===== src/rtl/lfsr_cfg_arbiter.sv =====
// Round-robin arbiter sharing one LFSR_CFG.
// Sequences poly, seed, cnt steps, capture.
`timescale 1ns/1ps
module lfsr_cfg_arbiter #(
  parameter int NUM_REQ = 4,
  parameter int N       = 32,
  parameter int CNT_W   = 32
) (
  input  logic                     up_clk,
  input  logic                     up_rstn,
  input  logic [NUM_REQ-1:0]       req_valid,
  input  logic [NUM_REQ*N-1:0]     req_poly,
  input  logic [NUM_REQ*N-1:0]     req_seed,
  input  logic [NUM_REQ*CNT_W-1:0] req_cnt,
  output logic [NUM_REQ-1:0]       req_ready,
  output logic                     resp_valid,
  output logic [2:0]               resp_id,
  output logic [N-1:0]             resp_q,
  output logic                     busy,
  output logic                     lfsr_enable,
  output logic                     lfsr_seed,
  output logic                     lfsr_poly,
  output logic [N-1:0]             lfsr_din,
  input  logic [N-1:0]             lfsr_q
);

  typedef enum logic [5:0] {
    S_IDLE = 6'b000001,
    S_POLY = 6'b000010,
    S_SEED = 6'b000100,
    S_RUN  = 6'b001000,
    S_CAPT = 6'b010000,
    S_DONE = 6'b100000
  } state_t;

  localparam logic [CNT_W-1:0] ONE = 1;
  localparam logic [NUM_REQ-1:0] BIT0 = 1;

  state_t             r_state;
  state_t             w_nstate;
  logic [2:0]         r_rr_ptr;
  logic [N-1:0]       r_jpoly;
  logic [N-1:0]       r_jseed;
  logic [CNT_W-1:0]   r_jcnt;
  logic [2:0]         r_jid;
  logic [CNT_W-1:0]   r_step;

  logic [NUM_REQ-1:0] r_ready;
  logic               r_rv;
  logic [2:0]         r_rid;
  logic [N-1:0]       r_rq;
  logic               r_busy;
  logic               r_en;
  logic               r_sd;
  logic               r_pl;
  logic [N-1:0]       r_din;

  logic [7:0]         w_req_ext;
  logic [3:0]         w_sum;
  logic               w_found;
  logic [2:0]         w_idx;

  logic [NUM_REQ-1:0] w_ready;
  logic               w_accept;
  logic               w_rv;
  logic               w_busy;
  logic               w_en;
  logic               w_sd;
  logic               w_pl;
  logic [N-1:0]       w_din;
  logic               w_clr;
  logic               w_inc;

  // Round-robin scan starting at the pointer.
  always_comb begin
    w_req_ext = 8'(req_valid);
    w_sum     = '0;
    w_found   = 1'b0;
    w_idx     = '0;
    for (int k = 0; k < NUM_REQ; k++) begin
      w_sum = {1'b0, r_rr_ptr} + 4'(k);
      if (w_sum >= 4'(NUM_REQ))
        w_sum = w_sum - 4'(NUM_REQ);
      if (!w_found && w_req_ext[w_sum[2:0]]) begin
        w_found = 1'b1;
        w_idx   = w_sum[2:0];
      end
    end
  end

  // Next state and next registered outputs.
  always_comb begin
    w_nstate = r_state;
    w_ready  = '0;
    w_accept = 1'b0;
    w_rv     = 1'b0;
    w_busy   = (r_state != S_IDLE);
    w_en     = 1'b0;
    w_sd     = 1'b0;
    w_pl     = 1'b0;
    w_din    = '0;
    w_clr    = 1'b0;
    w_inc    = 1'b0;
    unique case (r_state)
      S_IDLE: begin
        if (w_found) begin
          w_accept = 1'b1;
          w_ready  = BIT0 << w_idx;
          w_nstate = S_POLY;
        end
      end
      S_POLY: begin
        w_pl     = 1'b1;
        w_din    = r_jpoly;
        w_nstate = S_SEED;
      end
      S_SEED: begin
        w_sd     = 1'b1;
        w_din    = r_jseed;
        w_clr    = 1'b1;
        w_nstate = (r_jcnt != '0) ? S_RUN : S_CAPT;
      end
      S_RUN: begin
        w_en  = 1'b1;
        w_inc = 1'b1;
        if (r_step == r_jcnt - ONE)
          w_nstate = S_CAPT;
      end
      S_CAPT: w_nstate = S_DONE;
      S_DONE: begin
        w_rv     = 1'b1;
        w_nstate = S_IDLE;
      end
      default: w_nstate = S_IDLE;
    endcase
  end

  // State, pointer and job registers.
  always_ff @(posedge up_clk) begin
    if (!up_rstn) begin
      r_state  <= S_IDLE;
      r_rr_ptr <= '0;
      r_jpoly  <= '0;
      r_jseed  <= '0;
      r_jcnt   <= '0;
      r_jid    <= '0;
      r_step   <= '0;
    end else begin
      r_state <= w_nstate;
      if (w_accept) begin
        r_jpoly  <= req_poly[w_idx*N +: N];
        r_jseed  <= req_seed[w_idx*N +: N];
        r_jcnt   <= req_cnt[w_idx*CNT_W +: CNT_W];
        r_jid    <= w_idx;
        r_rr_ptr <= (w_idx == 3'(NUM_REQ-1))
                    ? 3'd0 : w_idx + 3'd1;
      end
      if (w_clr)
        r_step <= '0;
      else if (w_inc)
        r_step <= r_step + ONE;
    end
  end

  // Registered outputs.
  always_ff @(posedge up_clk) begin
    if (!up_rstn) begin
      r_ready <= '0;
      r_rv    <= 1'b0;
      r_rid   <= '0;
      r_rq    <= '0;
      r_busy  <= 1'b0;
      r_en    <= 1'b0;
      r_sd    <= 1'b0;
      r_pl    <= 1'b0;
      r_din   <= '0;
    end else begin
      r_ready <= w_ready;
      r_rv    <= w_rv;
      r_busy  <= w_busy;
      r_en    <= w_en;
      r_sd    <= w_sd;
      r_pl    <= w_pl;
      r_din   <= w_din;
      if (w_rv) begin
        r_rid <= r_jid;
        r_rq  <= lfsr_q;
      end
    end
  end

  assign req_ready   = r_ready;
  assign resp_valid  = r_rv;
  assign resp_id     = r_rid;
  assign resp_q      = r_rq;
  assign busy        = r_busy;
  assign lfsr_enable = r_en;
  assign lfsr_seed   = r_sd;
  assign lfsr_poly   = r_pl;
  assign lfsr_din    = r_din;

endmodule


===== config.mk =====
export PLATFORM = sky130hd
export DESIGN_NAME = lfsr_cfg_arbiter
export DESIGN_NICKNAME = d
export VERILOG_FILES = /design/src/rtl/lfsr_cfg_arbiter.sv
export SDC_FILE = /design/constraint.sdc
export NUM_CORES = 1
export LEC_CHECK = 0
export BUFFER_PORTS_ARGS = -buffer_cell sky130_fd_sc_hd__buf_2
export CAP_MARGIN = 10
export CORE_AREA = 2 2 196 198
export DETAILED_ROUTE_END_ITERATION = 7
export DIE_AREA = 0 0 198 200
export GPL_ROUTABILITY_DRIVEN = 0
export MAX_ROUTING_LAYER = met4
export SYNTH_ARGS = -nofsm -noshare
export SYNTH_HDL_FRONTEND = slang
export SYNTH_SLANG_ARGS = --single-unit

===== constraint.sdc =====
create_clock -name up_clk -period 3 [get_ports up_clk]
set_clock_uncertainty 0.15 [all_clocks]
set_input_delay 0.6 -clock up_clk [delete_from_list [all_inputs] [get_ports up_clk]]
set_output_delay 0.6 -clock up_clk [all_outputs]
set_load 0.01 [all_outputs]

==> results of run 1 <==
[stage by stage]
stage | utilization (%) | power, uW | TNS (ns)
after floorplan | - | 9270 | -1.06
after global placement | 39.1 | 11800 | -0.117
after detailed placement | 39.1 | 11900 | -0.252
after CTS | 41.5 | 15200 | 0
after global routing | 41.7 | 16300 | -0.0430
final | 41.8 | 15100 | 0
[layout make-up]
cell class              count  area (sq um)  area share (%)
multi-input cells        1040          6430            41.2
clock buffers              37           773            4.95
repair buffers            574          3230            20.7
well taps                 511           639            4.09
diodes                     13          32.5           0.208
inverters                  20          81.3           0.521
clock inverters            10           100           0.641
flip-flops and latches    216          4330            27.7
[per-layer routing]
layer	routed length (um)	vias to the layer above	global-route usage, %	share of wire (%)
li1	-	5876	-	-
met1	16000	5517	22.7	40
met2	20300	408	35.3	50
met3	2790	67	4.81	6.9
met4	1140	0	5.82	2.8
met5	0	-	-	0
[cell usage after synthesis, types with 3 or more instances]
| cell | count |
|---|---|
| nor2_1 | 98 |
| and3_1 | 4 |
| ha_1 | 5 |
| nor4b_1 | 3 |
| o21ai_0 | 14 |
| buf_1 | 4 |
| nor4_1 | 11 |
| nand3b_1 | 4 |
| nand2b_1 | 8 |
| nand2_1 | 354 |
| nand4b_1 | 5 |
| mux4_2 | 34 |
| and4_1 | 8 |
| a211oi_1 | 3 |
| nand3_1 | 15 |
| buf_2 | 13 |
| a211o_1 | 65 |
| nor2b_1 | 5 |
| or2_2 | 3 |
| a22o_1 | 32 |
| xnor2_1 | 40 |
| a22oi_1 | 34 |
| nand4_1 | 11 |
| nor3_1 | 15 |
| or3_1 | 8 |
| inv_1 | 18 |
| xor2_1 | 23 |
| a31oi_1 | 4 |
| a21boi_0 | 4 |
| mux2i_1 | 10 |
| a21oi_1 | 178 |
| clkbuf_1 | 81 |
| dfxtp_1 | 216 |
| and2_1 | 3 |
[worst min-delay path: stages]
cell and delay [ns]:
buf_2 0.10, nand2_1 0.04, a21oi_1 0.05
[layout by cell type, fill, tap and decap left out, types with 4 or more instances in the layout]
master | netlist | routed
xnor2_1 | 40 | 40
a21oi_1 | 178 | 177
nor2_1 | 98 | 96
nand3b_1 | 4 | 4
nand2_1 | 354 | 353
clkinv_2 | 0 | 9
diode_2 | 0 | 13
xor2_1 | 23 | 23
clkbuf_8 | 0 | 6
nor3_1 | 15 | 13
buf_4 | 2 | 64
o21ai_0 | 14 | 13
a22oi_1 | 34 | 34
and4_1 | 8 | 8
nor2b_1 | 5 | 5
a211o_1 | 65 | 65
or3_1 | 8 | 8
ha_1 | 5 | 4
a31oi_1 | 4 | 4
nand4_1 | 11 | 11
nor4_1 | 11 | 9
mux4_2 | 34 | 34
buf_2 | 13 | 497
buf_12 | 0 | 10
clkbuf_16 | 0 | 27
and3_1 | 4 | 4
nand4b_1 | 5 | 5
nand2b_1 | 8 | 7
inv_1 | 18 | 18
mux2i_1 | 10 | 10
a22o_1 | 32 | 32
a21boi_0 | 4 | 4
clkbuf_1 | 81 | 4
dfxtp_1 | 216 | 215
nand3_1 | 15 | 15
[path summary, 6_finish.rpt]
check,startpoint,endpoint
max,r_rr_ptr[0],r_jcnt[4]
min,lfsr_q[10],resp_q[10]
max reg2reg,r_rr_ptr[0],r_jcnt[4]
min reg2reg,resp_id[1],resp_id[1]
[repair_timing]
action	4_1_cts	5_1_grt
endpoints found under the setup margin	3	72
pin swaps	1	4
resized for setup	3	9
setup buffers	0	2
gates cloned	0	0
[report_power, final]
group	leakage (uW)	internal, uW	switching, uW
registers	0.00176	3560	504
clock network	0.000440	1950	1250
logic	0.00515	3650	4220
total	0.00735	9170	5970
[flip-flops by register name, indices dropped and copies added, names as in the netlist, 3 cells and up]
register,cells
lfsr_din,32
r_jcnt,32
r_jpoly,32
r_jseed,32
r_step,32
resp_q,32
r_state,6
req_ready,4
r_jid,3
r_rr_ptr,3
resp_id,3
[cells by family after synthesis]
logic type	synth area share, %
buffers and inverters	4.40
adders and majority gates	0.561
xor gates and xnor gates	4.95
AOI/OAI and AO/OA	20.6
DFF	38.8
and+or+nand+nor	22.8
muxes	7.96
==> out/results.txt, run 1 <==
Status: finished, final reports clean
Worst setup SP type: register
Post-synth EDFFs: 0
Area Growth Syn to Fin: 40.0%
Worst slack at placement: -0.141 ns
Average cell area after synthesis: 8.10 sq um
Crit path max-delay cell type: mux4_2
Clock transition at path regs: 0.06 ns
Placed cell areas: 0.0146 sq mm
Worst-skew pair later-pin latency: 0.54 ns
Buffers on Ports: 497
Setup WS post-layout: 0.139 ns
Yosys cell types: 70
Crit-path max FO: 26
Final hold vios: 0
Leakage: 0.00735 uW
I/O Pins: 498
Crit path DAT: 3.13 ns
Clk sinks: 216
Number of cells on the worst reg-to-reg path: 11
FF-to-FF setup slack: 0.14 ns
Cell area after synthesis: 0.0112 sq mm
Worst min-delay path class: input pin to register
Top cells by area, synth: dfxtp_1 (39%), nand2_1 (12%), a21oi_1 (8.0%)
Die X: 198 um
Synth Warn #: 0
Share of the synthesized area in the top cell type: 38.8%
CP endpoint kind: register
Fraction of layout cells with a size suffix above 1: 36.0%
Slowest cell delay on critical path: 0.52 ns
Initial antenna violation count: 12
Max Root-Sink Buffers: 3
Die area: 0.0396 sq mm
Tcrit/Tclk final: 95.4%
DRT iter0 DRCs: 515
Vias/cell: 4.90
CP Cell Sequence: inv_1 > ha_4 > mux2i_1 > o311ai_1 > a211oi_1 > a211o_1 > nand2_4 > inv_6 > buf_16 > mux4_2 > a22o_1
CTS buffer count: 26
FP Rows: 71
Slew HR: 59.1%
Number of global-route vias before repair: 11.5k
Total track usage: 20.1%
Synthesized Nets: 1,805
First-pass GRT wire length: 60,800 um
Bufs and invs on worst path: 3
Max Clk Rate: 0.349 GHz
Worst path top cell family by delay: multiplexers
DRC: 0
Pwr Density: 970 mW/mm^2
Final std cells w/o fill: 2,421
Hold buffers post-CTS: 0
Worst path required time: 3.27 ns
Core region area: 0.0374 sq mm
Nets@finish: 2,305
Post-synthesis sequential area ratio: 38.8%
CTS tree: done
Antenna violation net count after detailed routing: 0
RSZ-0062 raised after global routing: yes
Worst hold slack: 0.155 ns
Die height: 200 um
Synth Register Bits: 216
Root Buffer: clkbuf_16
Largest net degree at the start of global routing: 67
Initial Utilization: 29.8%
Post-detail-place hpwl: 30,800 um
Worst Tran Pin Value: 0.614 ns
WP depth: 11
Setup CP Type: register to register
Final design area excluding fillers: 0.0156 sq mm
Tmin final: 2.86 ns
1st-pass router iterations: 5
Primary FF master, synth: dfxtp_1
Maximum vdd drop: 0.000407 V
H-tree Lvls: 1
Maximum Capacitance Violations: 0
Routed len/inst: 16.6 um
Max-slew violations: 0
Gate Count Post-Synth: 1,378
DR vias: 11.9k
Final setup violation count: 0
Placed instance count: 2,359
Largest area contributor in the netlist: dfxtp_1
Layout fillers: 3,817
Total overflow reported by the global router: 0
Post-Route WL: 40,300 um
Post-synthesis async set-or-reset flop share: 0%
Hold depth: 3
Power figures use the tool's default switching activity.
==> run 2: changes to the inputs <==
--- a/config.mk
+++ b/config.mk
@@ -7,11 +7,11 @@
 export LEC_CHECK = 0
 export BUFFER_PORTS_ARGS = -buffer_cell sky130_fd_sc_hd__buf_2
 export CAP_MARGIN = 10
-export CORE_AREA = 2 2 196 198
+export CORE_AREA = 2 2 191 193
 export DETAILED_ROUTE_END_ITERATION = 7
-export DIE_AREA = 0 0 198 200
+export DIE_AREA = 0 0 193 195
 export GPL_ROUTABILITY_DRIVEN = 0
-export MAX_ROUTING_LAYER = met4
+export SKIP_CTS_REPAIR_TIMING = 1
 export SYNTH_ARGS = -nofsm -noshare
 export SYNTH_HDL_FRONTEND = slang
 export SYNTH_SLANG_ARGS = --single-unit
==> constraint.sdc (replaced) <==
create_clock -name up_clk -period 2.7 [get_ports up_clk]
set_clock_uncertainty 0.15 [all_clocks]
set_input_delay 0.54 -clock up_clk [delete_from_list [all_inputs] [get_ports up_clk]]
set_output_delay 0.54 -clock up_clk [all_outputs]
set_load 0.01 [all_outputs]
==> out/results.txt, run 2 (synthesized netlist as in run 1, its figures left out) <==
Tcrit/Tclk final: 108%
Worst setup SP type: register
Maximum vdd drop: 0.000814 V
Setup WS post-layout: -0.221 ns
Psw: 7220 uW
Worst path top cell family by delay: multiplexers
Worst Tran Pin Value: 0.618 ns
Setup TNS: -13.40 ns
DRT iter0 DRCs: 557
GR Util met3: 5.84%
CP endpoint kind: register
Sequential share of power: 24.4%
Pwr Density: 1140 mW/mm^2
Maximum Capacitance Violations: 0
Total track usage: 22.1%
Layout fillers: 3,547
Tmin final: 2.92 ns
Slew HR: 58.8%
Multi-input logic area: 0.00657 sq mm
Buffers on Ports: 497
Post-Route WL: 44,600 um
Routed len/inst: 18.4 um
Global routing usage on met2: 38.4%
Total overflow reported by the global router: 0
Commonest non-fill, non-tap cell in the layout: buf_2
Max Clk Rate: 0.342 GHz
Internal power: 11,300 uW
Final hold vios: 0
Clock power frac: 20.3%
RSZ-0062 raised after global routing: yes
Initial antenna violation count: 12
Root Buffer: clkbuf_16
Area Growth Syn to Fin: 46.4%
CP Cell Sequence: inv_4 > ha_4 > mux2i_4 > o311ai_4 > a211oi_2 > a211o_1 > nand2_4 > clkinv_8 > clkbuf_16 > mux4_2 > a22o_1
Crit-path max FO: 8
Fraction of layout cells with a size suffix above 1: 39.2%
Die X: 193 um
Antenna violation net count after detailed routing: 0
CTS tree: done
Crit path max-delay cell type: mux4_2
Final setup violation count: 99
Gr busiest metal: met2
Commonest cells after routing, fill and taps aside: buf_2 (497), nand2_1 (350), dfxtp_1 (212)
Bufs and invs on worst path: 3
Max-slew violations: 0
Status: complete, but fails checks
1st-pass router iterations: 5
Register area: 0.00433 sq mm
DR vias: 12.4k
Core region area: 0.0354 sq mm
Clock transition at path regs: 0.06 ns
Worst path required time: 2.98 ns
Vias/cell: 5.12
Crit path DAT: 3.20 ns
Met1 usage: 26.0%
Worst-skew pair later-pin latency: 0.54 ns
Post-detail-place hpwl: 33,300 um
H-tree Lvls: 1
I/O Pins: 498
Failing checks: negative setup slack
Setup CP Type: register to register
Final design area excluding fillers: 0.0163 sq mm
Leakage: 0.00773 uW
FP Rows: 69
Largest net degree at the start of global routing: 61
First-pass GRT wire length: 65,700 um
Nets@finish: 2,364
Max Root-Sink Buffers: 3
Die height: 195 um
Slowest cell delay on critical path: 0.50 ns
DRC: 0
Combinational Power Share: 55.3%
Die area: 0.0376 sq mm
Placed cell areas: 0.0150 sq mm
Initial Utilization: 31.5%
Sw Share: 38.9%
Number of global-route vias before repair: 12.3k
Post-layout util: 46.2%
Worst min-delay path class: input pin to register
CTS buffer count: 27
Clk sinks: 216
==> run 2: cell types whose count changed in the layout (fill, tap and decap cells not counted), sizes merged <==
cell / previous run / this run
buf: 574 / 626
bufinv: 2 / 4
clkbuf: 37 / 43
clkinv: 9 / 6
clkinvlp: 0 / 1
diode: 13 / 8
inv: 19 / 18
==> run 2: power by group through the flow <==
stage | clock [uW] | sequential (uW) | combinational, uW
global placement | 0 | 4570 | 9210
detailed placement | 0 | 4560 | 9390
CTS | 3870 | 4500 | 9460
finish | 3770 | 4530 | 10300
floorplan | 0 | 4430 | 6260
global route | 3990 | 4610 | 11200
==> run 2: area by class of cell <==
cell class	count	area share [%]
antenna	8	0.123
clock inverter	9	0.904
inverter	20	0.574
tap	461	3.53
sequential	216	26.5
multi-input combinational	1040	40.2
timing repair buffer	632	23.5
clock buffer	37	4.67
==> run 2: final timing paths <==
path / end / slack, ns / start / cells past startpoint
worst max-delay path: r_jcnt[26] / -0.22 / r_rr_ptr[0] / 11
worst min-delay path: resp_q[26] / 0.09 / lfsr_q[26] / 3
worst max register to register: r_jcnt[26] / -0.22 / r_rr_ptr[0] / 11
worst min register to register: resp_id[2] / 0.30 / r_jid[2] / 2
==> run 2: stage by stage <==
stage               worst slack, ns  total power (uW)  hold WS [ns]  cells
finish                       -0.221             18600        0.0877   2423
global route                 -0.291             19800        0.0713   2421
floorplan                    -0.182             10700         0.273   1378
CTS                          -0.232             17800        0.0608   2405
global placement             -0.187             13800         0.284   2359
detailed placement           -0.218             14000         0.289   2359
==> run 2: worst min-delay path, cell delays in order <==
cell and delay [ns]:
buf_2 0.09, nand2_1 0.05, a21oi_1 0.05
==> run 2: routing by layer <==
metal / part of all wire, % / routed length, um
met2: 49 / 22000
met3: 7.9 / 3510
met5: 0.12 / 55
met1: 39 / 17300
met4: 3.9 / 1720
==> run 3: changes to the inputs <==
--- a/config.mk
+++ b/config.mk
@@ -11,6 +11,8 @@
 export DETAILED_ROUTE_END_ITERATION = 7
 export DIE_AREA = 0 0 193 195
 export GPL_ROUTABILITY_DRIVEN = 0
+export MAX_ROUTING_LAYER = met4
+export RECOVER_POWER = 100
 export SKIP_CTS_REPAIR_TIMING = 1
 export SYNTH_ARGS = -nofsm -noshare
 export SYNTH_HDL_FRONTEND = slang
==> out/results.txt, run 3 (synthesized netlist as in run 1, its figures left out) <==
Status: complete, but fails checks
Hold wc startpoint: lfsr_q[26]
Setup CP Type: register to register
Hold depth: 3
Area Growth Syn to Fin: 45.5%
Maximum Capacitance Violations: 0
H-tree Lvls: 1
Pwr Density: 1150 mW/mm^2
Worst min-delay path class: input pin to register
Core region area: 0.0354 sq mm
Total track usage: 22.7%
Failing checks: negative setup slack
1st-pass router iterations: 5
I/O Pins: 498
Power Total: 18,700 uW
DR vias: 12.5k
Vias/cell: 5.13
Clock transition at path regs: 0.06 ns
Number of global-route vias before repair: 12.3k
Crit path DAT: 3.14 ns
Commonest cells after routing, fill and taps aside: buf_2 (421), nand2_1 (351), dfxtp_1 (212)
Initial antenna violation count: 12
DRC: 0
Hold Crit Endpoint: resp_q[26]
Final hold vios: 0
Initial Utilization: 31.5%
Combinational Power Share: 55.6%
Worst-skew pair later-pin latency: 0.54 ns
Clock power frac: 20.2%
Die area: 0.0376 sq mm
Maximum vdd drop: 0.000927 V
Critical R2R Launch: r_rr_ptr[0]
DRT iter0 DRCs: 533
FF-to-FF setup slack: -0.17 ns
Commonest non-fill, non-tap cell in the layout: buf_2
Setup TNS: -10.65 ns
RR Endpoint: r_jcnt[26]
Max Root-Sink Buffers: 3
Routed len/inst: 18.4 um
Worst hold slack: 0.0858 ns
Post-detail-place hpwl: 33,300 um
Antenna violation net count after detailed routing: 0
Nets@finish: 2,367
CP endpoint kind: register
Total overflow reported by the global router: 0
Internal power: 11,400 uW
Clk sinks: 216
Max-slew violations: 0
CTS tree: done
Fraction of layout cells with a size suffix above 1: 35.2%
Crit-path max FO: 8
Die height: 195 um
Leakage: 0.00738 uW
Root Buffer: clkbuf_16
Crit path max-delay cell type: mux4_2
RSZ-0062 raised after global routing: yes
Post-Route WL: 44,700 um
CTS buffer count: 27
Psw: 7280 uW
Worst Tran Pin Value: 0.808 ns
FP Rows: 69
Setup WS post-layout: -0.165 ns
Max Clk Rate: 0.349 GHz
Sequential share of power: 24.2%
Slew HR: 46.1%
Buffers on Ports: 497
Worst setup SP type: register
Worst path required time: 2.98 ns
Final setup violation count: 97
Tmin final: 2.87 ns
Tcrit/Tclk final: 106%
Post-layout util: 45.9%
Sw Share: 38.9%
Number of cells on the worst reg-to-reg path: 11
Largest net degree at the start of global routing: 61
CP Cell Sequence: inv_4 > ha_4 > mux2i_4 > o311ai_4 > a211oi_2 > a211o_1 > nand2_4 > clkinv_8 > clkbuf_16 > mux4_2 > a22o_1
First-pass GRT wire length: 65,600 um
Slowest cell delay on critical path: 0.50 ns
Die X: 193 um
run 3: area by class of cell:
| type | count | area (sq um) |
|---|---|---|
| Antenna cell | 12 | 30.0 |
| Clock buffer | 37 | 763 |
| Clock inverter | 9 | 148 |
| Fill cell | 3589 | 19200 |
| Inverter | 20 | 93.8 |
| Multi-Input combinational cell | 1040 | 6570 |
| Sequential cell | 216 | 4330 |
| Tap cell | 461 | 577 |
| Timing Repair Buffer | 635 | 3710 |
run 3: critical path: cells and delay by family, from the launching register on:
family	cells	cell delay (ns)
AO/OA/AOI/OAI	4	0.71
adder cells (fa/ha/maj)	1	0.33
buffers and inverters	3	0.32
flip-flops	1	0.36
multiplexers	2	0.77
AND/OR/NAND/NOR	1	0.09
run 3: per-layer routing:
| layer | up-vias | global-route usage (%) | part of all wire (%) |
|---|---|---|---|
| li1 | 5986 | - | - |
| met1 | 5928 | 26.2 | 39 |
| met2 | 452 | 38.4 | 49 |
| met3 | 89 | 5.50 | 7.7 |
| met4 | 0 | 8.00 | 3.6 |
| met5 | - | - | 0 |
run 3: worst max path at each step:
stage / start / end / slack (ns) / cells after the start
after floorplan: r_rr_ptr[0] / r_rr_ptr[1] / -0.18 / 17
after global placement: req_valid[0] / r_jpoly[11] / -0.19 / 12
after detailed placement: req_valid[0] / r_jpoly[11] / -0.22 / 12
after CTS: r_jcnt[0] / r_state[3] / -0.23 / 12
after global routing: r_rr_ptr[0] / r_jcnt[19] / -0.25 / 11
final: r_rr_ptr[0] / r_jcnt[26] / -0.17 / 11
run 3: power groups by stage:
| stage | Sequential, uW | Combinational [uW] | Clock (uW) |
|---|---|---|---|
| floorplan | 4430 | 6260 | 0 |
| global route | 4610 | 11300 | 3990 |
| detailed placement | 4560 | 9390 | 0 |
| global placement | 4570 | 9210 | 0 |
| finish | 4530 | 10400 | 3780 |
| CTS | 4500 | 9460 | 3870 |
run 3: stage by stage:
stage,instances,cell area (sq um),setup slack (ns)
after floorplan,1378,11400,-0.182
after detailed placement,2359,15000,-0.218
after global placement,2359,15000,-0.187
after CTS,2405,15900,-0.232
after global routing,2430,16200,-0.246
final,2430,16200,-0.165
